## config.mk

```make
export PLATFORM = sky130hd
export DESIGN_NAME = data_ram_arbiter
export DESIGN_NICKNAME = d
export VERILOG_FILES = /design/src/rtl/data_ram_arbiter.sv
export SDC_FILE = /design/constraint.sdc
export NUM_CORES = 1
export LEC_CHECK = 0
export ABC_CLOCK_PERIOD_IN_PS = 2050
export CAP_MARGIN = 0
export CORE_AREA = 2 2 119 121
export CTS_CLUSTER_SIZE = 24
export DETAILED_ROUTE_END_ITERATION = 7
export DIE_AREA = 0 0 121 123
export PLACE_DENSITY = 0.64
export SETUP_SLACK_MARGIN = 0.15
export SLEW_MARGIN = 30
export SYNTH_ARGS = -nofsm -noshare
export SYNTH_HDL_FRONTEND = slang
export SYNTH_SLANG_ARGS = --single-unit
```

## constraint.sdc

```tcl
create_clock -name clk -period 2.05 [get_ports clk]
set_input_delay 0.3075 -clock clk [delete_from_list [all_inputs] [get_ports clk]]
set_output_delay 0.3075 -clock clk [all_outputs]
set_load 0.005 [all_outputs]
```

## src/rtl/data_ram_arbiter.sv

```systemverilog
// rtl/data_ram_arbiter.sv - two-master single-access arbiter for the byte-lane data RAM
// Optional build macro: ARB_ROUND_ROBIN_EN (alternate grants on ties instead of master 0 priority).
module data_ram_arbiter #(
  parameter int MAX_WAIT = 8,
  parameter int WAIT_W   = 8
) (
  input  logic        clk,
  input  logic        rst,
  input  logic        m0_req,
  input  logic        m0_we,
  input  logic [3:0]  m0_sel,
  input  logic [31:0] m0_addr,
  input  logic [31:0] m0_wdata,
  output logic [31:0] m0_rdata,
  output logic        m0_ack,
  output logic        m0_stall,
  input  logic        m1_req,
  input  logic        m1_we,
  input  logic [3:0]  m1_sel,
  input  logic [31:0] m1_addr,
  input  logic [31:0] m1_wdata,
  output logic [31:0] m1_rdata,
  output logic        m1_ack,
  output logic        ram_ce,
  output logic        ram_we,
  output logic [3:0]  ram_sel,
  output logic [31:0] ram_addr,
  output logic [31:0] ram_wdata,
  input  logic [31:0] ram_rdata
);

  typedef enum logic [1:0] {IDLE = 2'd0, OWN0 = 2'd1, OWN1 = 2'd2} state_e;

  localparam logic [WAIT_W-1:0] WAIT_SAT = {WAIT_W{1'b1}};
  localparam logic [WAIT_W-1:0] WAIT_ONE = WAIT_W'(1);
  localparam logic [WAIT_W-1:0] WAIT_LIM = WAIT_W'(MAX_WAIT);

  state_e            state_q, state_d;
  logic              last_owner_q, last_owner_d;
  logic [WAIT_W-1:0] cnt0_q, cnt0_d, cnt1_q, cnt1_d;
  logic              starve0, starve1;

  assign starve0  = (cnt0_q >= WAIT_LIM);
  assign starve1  = (cnt1_q >= WAIT_LIM);
  assign m0_stall = m0_req & ~m0_ack;

  // Grant state, last successful owner and starvation counters
  always_ff @(posedge clk or negedge rst) begin
    if (!rst) begin
      state_q      <= IDLE;
      last_owner_q <= 1'b1;
      cnt0_q       <= '0;
      cnt1_q       <= '0;
    end else begin
      state_q      <= state_d;
      last_owner_q <= last_owner_d;
      cnt0_q       <= cnt0_d;
      cnt1_q       <= cnt1_d;
    end
  end

  // A master that requests while not owning the RAM has waited one more cycle
  always_comb begin
    cnt0_d = '0;
    cnt1_d = '0;
    if (m0_req && state_q != OWN0) begin
      cnt0_d = (cnt0_q == WAIT_SAT) ? cnt0_q : cnt0_q + WAIT_ONE;
    end
    if (m1_req && state_q != OWN1) begin
      cnt1_d = (cnt1_q == WAIT_SAT) ? cnt1_q : cnt1_q + WAIT_ONE;
    end
  end

  // Grant decision in IDLE; one-cycle RAM access steering in OWN0/OWN1
  always_comb begin
    state_d      = IDLE;
    last_owner_d = last_owner_q;
    ram_ce       = 1'b0;
    ram_we       = 1'b0;
    ram_sel      = '0;
    ram_addr     = '0;
    ram_wdata    = '0;
    m0_ack       = 1'b0;
    m0_rdata     = '0;
    m1_ack       = 1'b0;
    m1_rdata     = '0;
    unique case (state_q)
      IDLE: begin
        if (starve0) begin
          state_d = OWN0;
        end else if (starve1) begin
          state_d = OWN1;
        end else if (m0_req && m1_req) begin
`ifdef ARB_ROUND_ROBIN_EN
          state_d = last_owner_q ? OWN0 : OWN1;
`else
          state_d = OWN0;
`endif
        end else if (m0_req) begin
          state_d = OWN0;
        end else if (m1_req) begin
          state_d = OWN1;
        end
      end
      OWN0: begin
        // A dropped request is an abandoned grant: no access, no ack
        if (m0_req) begin
          ram_ce       = 1'b1;
          ram_we       = m0_we;
          ram_sel      = m0_sel;
          ram_addr     = m0_addr;
          ram_wdata    = m0_wdata;
          m0_ack       = 1'b1;
          m0_rdata     = m0_we ? 32'h0 : ram_rdata;
          last_owner_d = 1'b0;
        end
      end
      OWN1: begin
        if (m1_req) begin
          ram_ce       = 1'b1;
          ram_we       = m1_we;
          ram_sel      = m1_sel;
          ram_addr     = m1_addr;
          ram_wdata    = m1_wdata;
          m1_ack       = 1'b1;
          m1_rdata     = m1_we ? 32'h0 : ram_rdata;
          last_owner_d = 1'b1;
        end
      end
      default: state_d = IDLE;
    endcase
  end

endmodule

```

==> results of run 1 <==
-- cells in the mapped netlist, drive strengths merged (2+ instances only) --
cell type  number  area [um2]
buf            16        80.1
ha              7        87.6
inv             8        30.0
and2           66         413
nand3           6        30.0
nand2           5        18.8
nor3           11        55.1
and4            3        27.5
a22oi          69         518
clkbuf         13        56.3
and2b           3        22.5
a211oi          3        22.5
a21oi           8        40.0
and3            3        18.8
dfrtp          18         450
a31oi           7        43.8
or4             2        22.5
o21ai           7        35.0
nand4           3        18.8
nand2b          3        18.8
nor2b          70         438
-- cell families after synthesis --
family	after synthesis	share of synthesized area, %
simple gates	177	43.8
compound gates	101	28.5
buf+inv	37	6.56
flops	18	17.8
fa+ha+maj	7	3.45
-- worst paths after layout --
kind,to,cells after the start
worst min register to register,cnt0_q[2],1
max in group asynchronous,cnt1_q[6],2
worst max-delay path,m1_rdata[17],10
worst min-delay path,cnt0_q[2],2
min in group clk,cnt0_q[2],1
worst max register to register,cnt1_q[7],7
-- state kept, by name, indices dropped and copies added (netlist names) --
| signal | flops |
|---|---|
| cnt0_q | 8 |
| cnt1_q | 8 |
| state_q | 2 |
-- power groups by stage --
stage	Sequential, W	Clock [W]	Combinational [W]
after floorplan	0.000389	0	0.000297
after global placement	0.000391	0	0.000912
after detailed placement	0.000394	0	0.000925
after CTS	0.000388	0.000395	0.00104
after global routing	0.000392	0.000407	0.00130
final	0.000389	0.000383	0.00123
-- layer usage --
metal	routed length (um)	vias up	track usage, %
met3	902	18	2.31
met4	277	0	2.25
li1	-	1968	-
met2	9550	168	38.0
met1	6790	2052	23.2
met5	0	-	0
-- cell usage in the layout (no fill, tap or decap), types with 6 or more instances in the layout --
cell type and instances:
clkdlybuf4s50_1 174, nor2b_1 67, a22oi_2 52, buf_6 47, buf_2 44, and2_4 36, clkbuf_2 33, and2_1 31
buf_4 28, dlymetal6s2s_1 23, dfrtp_1 18, a22oi_1 17, buf_12 12, nor3_1 11, clkbuf_16 11, a21oi_1 8
clkdlybuf4s15_2 8, buf_8 8, a31oi_1 7, o21ai_0 7, buf_16 7, nand3_1 6
-- through the flow --
| stage | std cells | area, um2 |
|---|---|---|
| after floorplan | 340 | 2540 |
| after global placement | 823 | 5960 |
| after detailed placement | 823 | 5960 |
| after CTS | 845 | 6420 |
| after global routing | 889 | 7120 |
| final | 889 | 7120 |
-- layout make-up --
| class | instances | area (um2) |
|---|---|---|
| multi-input cells | 286 | 2330 |
| diodes | 1 | 2.50 |
| fillers | 1229 | 6490 |
| repair buffers | 393 | 4010 |
| clock buffers | 3 | 75.1 |
| well taps | 180 | 225 |
| flip-flops and latches | 18 | 450 |
| inverters | 8 | 30.0 |
-- worst register-to-register path, stage by stage (launching register included) --
cell and delay [ns]:
dfrtp_1 0.40, buf_6 0.13, ha_4 0.16, buf_4 0.12, buf_4 0.12, nor2b_1 0.22, o41ai_1 0.12, o21ba_2 0.24
-- repair_timing --
action                                  in CTS  in global routing
pin swaps                                    8                 44
endpoints found under the hold margin        0                  0
endpoints found under the setup margin     137                137
cloned                                       7                 10
resized for setup                          279                299
hold buffers                                 0                  0
setup buffers                               12                 33
==> impl_metrics.csv, run 1 <==
group,metric,value,unit
job,cap_violations,0,
worst_setup_path,worstSetupStartpoint,"state_q[1]",
layout,area_growth_syn_to_layout,181,%
drt,antenna_left,0,
power,power_frac_comb,61.4,%
clock_tree,clock_latency,0.25,ns
place,dp_slack,-0.472,ns
die,die_h,123,um
run_status,violations,"setup timing",
clock_tree,cts_tree,"built",
sta,slew_violations,0,
yosys,ys_warn_count,0,
die,core-area,13600,um2
sta,tightest_slew,0.334,ns
layout,drive_above_1_share,42.9,%
sta,hold_viol,0,
die,fp.dieW,121,um
global_routing,grt_max_degree,33,
drt,via_per_inst,4.73,
worst_setup_path,path_common_cell,"buf_6",
power,p_sw_share,29.0,%
die,row_count,43,
yosys,synth-async-reset-ratio,100,%
worst_setup_path,worstPathRequired,1.74,ns
sta,rsz0062_at_grt,"true",
global_routing,grt_pass1_wl,22.4,mm
power,p_int,0.00142,W
sta,final.min_clock_period,2.34,ns
layout,utilization,52.3,%
clock_tree,path_clk_slew,0.05,ns
global_routing,antenna_found_initial,1,
die,start_util,18.6,%
global_routing,grt-ovfl-total,0,
power,seqPwrFrac,19.5,%
worst_setup_path,critPathBufInv,6,
yosys,synth_ff_type,"dfrtp_1",
sta,setup_viol,105,
worst_setup_path,crit_type,"flop to output port",
drt,drtIter0Drc,234,
place,place_congestion,0.907,
global_routing,grt_pass1_vias,3864,
yosys,syn-num-nets,521,
global_routing,grt_usage,19.4,%
layout,final_nets,891,
clock_tree,cts_made_buffers,3,
power,pwr-share-clk,19.1,%
sta,max_freq,428,MHz
worst_setup_path,max_stage_delay,0.40,ns
power,power.switching,0.000580,W
worst_setup_path,r2r_start,"state_q[1]",
worst_setup_path,crit_path_max_fanout,7,
drt,drc,0,
yosys,syn_inst,340,
sta,worst_slack,-0.288,ns
drt,vias,4206,
clock_tree,h-tree-depth,1,
worst_setup_path,cp-end-kind,"output port",
worst_setup_path,critPathTopFamily,"buffers and inverters",
yosys,netlist_area,2540,um2
worst_setup_path,arrival,2.03,ns
sta,slew_headroom,77.8,%
worst_setup_path,r2r_slack,0.48,ns
yosys,ys_seq_area_share,17.8,%
clock_tree,cts.sinks,18,
die,dieArea,14900,um2
clock_tree,clockBufferDepth,2,
power,p_per_area,281,nW/um2
min_path,hold_path.class,"input pin to async pin",
place,detailed_place_hpwl,12.0,mm
power,ir_drop,0.502,mV
yosys,synth_cell_types,32,
drt,dr.pass1.iters,4,
worst_setup_path,cp_slowest_cell,"dfrtp_1",
yosys,syn-mean-instance-area,7.46,um2
sta,finClkSkew,0.00118,ns
power,power,0.00200,W
yosys,ys_seq_elements,18,
sta,tns,-16.62,ns
sta,whs,0.390,ns
place,port_buffers,310,
yosys,synth_edf_count,0,
worst_setup_path,crit_path_start_kind,"flop",
sta,fin_crit_sh,114,%
run_status,status,"complete, but fails checks",
worst_setup_path,worstPathCellList,"buf_6, ha_4, and2_4, and2b_4, buf_6, buf_6, buf_16, buf_6, and2_4, buf_6",
die,pin_count,311,
clock_tree,cts-root-buf,"clkbuf_16",
power,p_leak,3.28,nW
drt,drt_wl_total,17.5,mm
drt,wl_per_cell,19.7,um
Power figures use the tool's default switching activity.
==> inputs of run 2 (changes only) <==
--- a/config.mk
+++ b/config.mk
@@ -8,7 +8,7 @@
 export ABC_CLOCK_PERIOD_IN_PS = 2050
 export CAP_MARGIN = 0
 export CORE_AREA = 2 2 119 121
-export CTS_CLUSTER_SIZE = 24
+export CTS_CLUSTER_SIZE = 30
 export DETAILED_ROUTE_END_ITERATION = 7
 export DIE_AREA = 0 0 121 123
 export PLACE_DENSITY = 0.64
==> results of run 2 <==
The final DEF is identical to that of run 1; final timing and power are the same.
